==> src/rtl/imm_gen_pkg.sv <==
// Shared definitions for the RV32I immediate generator: opcode values,
// immediate format codes and the supported data width.
package imm_gen_pkg;

  localparam int XLEN = 32;

  localparam logic [6:0] OP_IMM    = 7'b0010011;
  localparam logic [6:0] OP_LOAD   = 7'b0000011;
  localparam logic [6:0] OP_JALR   = 7'b1100111;
  localparam logic [6:0] OP_SYSTEM = 7'b1110011;
  localparam logic [6:0] OP_STORE  = 7'b0100011;
  localparam logic [6:0] OP_BRANCH = 7'b1100011;
  localparam logic [6:0] OP_LUI    = 7'b0110111;
  localparam logic [6:0] OP_AUIPC  = 7'b0010111;
  localparam logic [6:0] OP_JAL    = 7'b1101111;
  localparam logic [6:0] OP_REG    = 7'b0110011;

  typedef enum logic [2:0] {
    IMM_NONE = 3'd0,
    IMM_I    = 3'd1,
    IMM_S    = 3'd2,
    IMM_B    = 3'd3,
    IMM_U    = 3'd4,
    IMM_J    = 3'd5,
    IMM_Z    = 3'd6
  } imm_type_e;

endpackage

==> src/rtl/imm_decode.sv <==
// Combinational immediate extraction: instruction word in, immediate value
// and format code out. With IMM_ZICSR_EN defined, the immediate CSR forms
// (SYSTEM opcode with funct3[2] set) yield the zero-extended zimm field;
// otherwise they decode as ordinary I-type immediates.
module imm_decode
  import imm_gen_pkg::*;
(
  input  logic [31:0] i_instr,
  output logic [31:0] o_imm,
  output logic [2:0]  o_type
);

  logic [6:0] w_opcode;
  logic [31:0] w_imm;
  imm_type_e w_type;

  assign w_opcode = i_instr[6:0];

  // Select the immediate layout from the opcode; bit 31 is always the sign source
  always_comb begin
    w_imm  = 32'h0;
    w_type = IMM_NONE;
    case (w_opcode)
      OP_IMM, OP_LOAD, OP_JALR: begin
        w_imm  = {{20{i_instr[31]}}, i_instr[31:20]};
        w_type = IMM_I;
      end
      OP_SYSTEM: begin
`ifdef IMM_ZICSR_EN
        if (i_instr[14]) begin
          w_imm  = {27'h0, i_instr[19:15]};
          w_type = IMM_Z;
        end else begin
          w_imm  = {{20{i_instr[31]}}, i_instr[31:20]};
          w_type = IMM_I;
        end
`else
        w_imm  = {{20{i_instr[31]}}, i_instr[31:20]};
        w_type = IMM_I;
`endif
      end
      OP_STORE: begin
        w_imm  = {{20{i_instr[31]}}, i_instr[31:25], i_instr[11:7]};
        w_type = IMM_S;
      end
      OP_BRANCH: begin
        w_imm  = {{19{i_instr[31]}}, i_instr[31], i_instr[7],
                  i_instr[30:25], i_instr[11:8], 1'b0};
        w_type = IMM_B;
      end
      OP_LUI, OP_AUIPC: begin
        w_imm  = {i_instr[31:12], 12'h0};
        w_type = IMM_U;
      end
      OP_JAL: begin
        w_imm  = {{11{i_instr[31]}}, i_instr[31], i_instr[19:12],
                  i_instr[20], i_instr[30:21], 1'b0};
        w_type = IMM_J;
      end
      default: begin
        w_imm  = 32'h0;
        w_type = IMM_NONE;
      end
    endcase
  end

  assign o_imm  = w_imm;
  assign o_type = w_type;

endmodule

==> src/rtl/immediate_generator.sv <==
// Decode-stage immediate generator: combinational decode followed by one
// output register stage. Optional macro IMM_ZICSR_EN enables the zimm
// format for immediate CSR instructions (handled inside imm_decode).
module immediate_generator
  import imm_gen_pkg::*;
(
  input  logic            clk,
  input  logic            rst_n,
  input  logic [XLEN-1:0] instr_in,
  output logic [XLEN-1:0] immediate_instr,
  output logic [2:0]      imm_type
);

  logic [31:0] w_imm;
  logic [2:0]  w_type;
  logic [31:0] r_imm;
  logic [2:0]  r_type;

  imm_decode u_imm_decode (
    .i_instr (instr_in),
    .o_imm   (w_imm),
    .o_type  (w_type)
  );

  // Capture a fresh decode every edge; reset wins over capture
  always_ff @(posedge clk) begin
    if (!rst_n) begin
      r_imm  <= 32'h0;
      r_type <= IMM_NONE;
    end else begin
      r_imm  <= w_imm;
      r_type <= w_type;
    end
  end

  assign immediate_instr = r_imm;
  assign imm_type        = r_type;

endmodule

==> config.mk <==
export PLATFORM = sky130hd
export DESIGN_NAME = immediate_generator
export DESIGN_NICKNAME = d
export VERILOG_FILES = /design/src/rtl/imm_gen_pkg.sv /design/src/rtl/imm_decode.sv /design/src/rtl/immediate_generator.sv
export SDC_FILE = /design/constraint.sdc
export NUM_CORES = 1
export LEC_CHECK = 0
export ABC_AREA = 1
export CORE_UTILIZATION = 36
export DETAILED_ROUTE_END_ITERATION = 8
export HOLD_SLACK_MARGIN = 0.02
export PLACE_DENSITY = 0.75
export SLEW_MARGIN = 0
export SYNTH_ARGS = -nofsm -noshare
export SYNTH_HDL_FRONTEND = slang
export SYNTH_SLANG_ARGS = --single-unit
==> constraint.sdc <==
create_clock -name clk -period 1 [get_ports clk]
set_clock_uncertainty 0.1 [all_clocks]
set_input_delay 0.2 -clock clk [delete_from_list [all_inputs] [get_ports clk]]
set_output_delay 0.2 -clock clk [all_outputs]
set_load 0.005 [all_outputs]
==> summary.json <==
{
  "result_of_the_run": "complete, but fails checks",
  "violations": "negative setup slack",
  "core-area_sq_um": 3720,
  "number_of_detailed_routing_iterations_run_before_antenna_repair": 4,
  "tightestPinTransition_ps": 281,
  "timing.fmax_ghz": 0.915,
  "grt.overflow.total": 0,
  "viasPerCell": 4.83,
  "relative_slew_slack_pct": 81.3,
  "power_per_cell_area_nw_per_um2": 1210,
  "area_delta_synth_final_pct": 82.7,
  "hpwlAfterDp_microns": 2730,
  "finalWirelength_microns": 4130,
  "fin_hold_ws_ps": 277,
  "critical_path_required_ps": 1120,
  "ys_types": 18,
  "tritoncts": "built",
  "leakage_dissipation_uw": 0.00127,
  "die-area_sq_um": 4180,
  "routedWlPerCell_microns": 12.9,
  "post_synthesis_cell_area_sq_um": 1410,
  "grt_pass1_vias": 1497,
  "cts_hold_buf": 0,
  "postSynthRegisterBits": 35,
  "worstSetupStartpointType": "primary input",
  "post_route_cells_drive_above_1_share_pct": 48.2,
  "antenna_found_initial": 0,
  "placement_rows": 22,
  "path_max_fanout": 6,
  "post_synth_inst_count": 181,
  "cts_inserted_buffers": 5,
  "num_vias": 1545,
  "crit_arrival_ps": 1210,
  "clk_transition_reported_paths_ps": 80,
  "ys_seq_area_share_pct": 49.6,
  "ant_nets": 0,
  "hold_viol_final": 0,
  "final_max_slew_viol_count": 0,
  "boundaryPins": 69,
  "detailedPlace.worstSlack_ps": -898,
  "critical_path.endpoint_type": "flop",
  "start_util_pct": 38.0,
  "mappedNetlistNets": 215,
  "unrepaired_setup_endpoints_after_global_routing": "yes",
  "buffer_ports.inserted": 68,
  "number_of_sinks_on_the_clock_net": 35,
  "x_dimension_of_the_die_microns": 64.6,
  "first_iter_violations": 72,
  "grt_use_total_pct": 20.9,
  "worstHoldPathType": "primary input to flop",
  "cts_htree_levels": 2,
  "final_critical_path_setup_slack_ps": -92.6,
  "drc": 0,
  "syn_area_per_cell_sq_um": 7.80,
  "cts-root-to-sink-buffers": 2,
  "root_buffer": "sky130_fd_sc_hd__clkbuf_8",
  "crit_type": "primary input to flop",
  "maxCapViolCount": 0,
  "final_period_utilization_pct": 109,
  "post-route-min-period_ps": 1090,
  "yosys_warns": 0,
  "grt_first_pass_wirelength_microns": 6570,
  "die_h_microns": 64.6,
  "vdd_drop_max_uv": 817,
  "nNetsFinal": 305,
  "num_antenna_cells": 0,
  "grt_max_degree": 29,
  "setup_viol": 34,
  "gpl.final_weighted_congestion": 0.802
}
metrics by stage:
stage / area [sq um] / instances / power (uW) / TNS, ps / utilization (%)
detailed placement: 2370 / 306 / 1840 / -31890 / 63.8
floorplan: 1550 / 181 / 1590 / -866 / -
CTS: 2430 / 317 / 3110 / -575 / 65.4
global route: 2580 / 320 / 3250 / -2970 / 69.4
global placement: 2370 / 306 / 1840 / -31240 / 63.8
finish: 2580 / 320 / 3120 / -846 / 69.4
final timing paths:
kind	startpoint	slack [ps]	cells past startpoint	end
worst max-delay path	instr_in[31]	-90	6	immediate_instr[27]
worst min-delay path	instr_in[4]	280	5	imm_type[2]
critical path, cell delays in order:
cell and delay, ps:
sky130_fd_sc_hd__clkdlybuf4s15_1 330, sky130_fd_sc_hd__inv_1 150, sky130_fd_sc_hd__a21oi_4 210, sky130_fd_sc_hd__clkbuf_16 200, sky130_fd_sc_hd__nor2_2 40, sky130_fd_sc_hd__nor2_1 80
per-layer routing:
layer | GRT usage (%) | wire length, microns | vias up
li1 | - | - | 762
met4 | 10.0 | 111 | 0
met5 | 0 | 0 | -
met2 | 34.6 | 2040 | 72
met1 | 23.6 | 1670 | 699
met3 | 7.75 | 312 | 12
where the power goes:
part	internal, uW	switching, uW
logic	223	200
clock network	742	535
registers	1410	4.76
total	2380	740
flip-flops by register name, indices dropped and copies added, names as in the netlist:
signal,flops
imm_type,3
immediate_instr,32
placed cells by master, fill, tap and decap left out, drive strengths merged:
cell           Yosys  routed
buf                9      64
nor2              39      39
nand2             37      37
nand3             36      36
dfxtp             35      35
clkdlybuf4s50      0      25
a21oi             17      17
clkbuf             0       7
inv                8       7
clkinv             0       3
bufinv             0       1
clkdlybuf4s15      0       1
logic make-up after synthesis:
| group | after synthesis | synth area share, % |
|---|---|---|
| AOI/OAI and AO/OA | 17 | 6.83 |
| buffers and inverters | 17 | 6.21 |
| DFF | 35 | 49.6 |
| and+or+nand+nor | 112 | 37.3 |
synth_stat cells:
cell                      instances  area share, %
sky130_fd_sc_hd__inv_2            4            1.1
sky130_fd_sc_hd__nand3_1         34             12
sky130_fd_sc_hd__nor2_1          35            9.3
sky130_fd_sc_hd__nor2_2           2           0.89
sky130_fd_sc_hd__nand2_2          6            2.7
sky130_fd_sc_hd__dfxtp_1         35             50
sky130_fd_sc_hd__buf_6            2            1.6
sky130_fd_sc_hd__a21oi_4          1            1.2
sky130_fd_sc_hd__nand2_4          1           0.80
sky130_fd_sc_hd__buf_1            2           0.53
sky130_fd_sc_hd__nor2_8           1            1.4
sky130_fd_sc_hd__buf_4            1           0.53
sky130_fd_sc_hd__a21oi_1         16            5.7
sky130_fd_sc_hd__nand3_2          2            1.4
sky130_fd_sc_hd__inv_1            4            1.1
sky130_fd_sc_hd__nor2_4           1           0.80
sky130_fd_sc_hd__buf_2            4            1.4
sky130_fd_sc_hd__nand2_1         30            8.0
timing repair:
action / in CTS / in global routing
setup buffers: 1 / 2
setup endpoints to repair: 70 / 67
gates resized for setup: 201 / 27
cloned: 2 / 1
pin swaps: 8 / 13
final cells by class:
| cell class | count | area [sq um] |
|---|---|---|
| fillers | 307 | 1140 |
| multi-input cells | 129 | 830 |
| repair buffers | 92 | 791 |
| flip-flops and latches | 35 | 713 |
| inverters | 8 | 72.6 |
| clock buffers | 5 | 68.8 |
| well taps | 48 | 60.1 |
| clock inverters | 3 | 43.8 |
(Power assumes the default switching activity.)
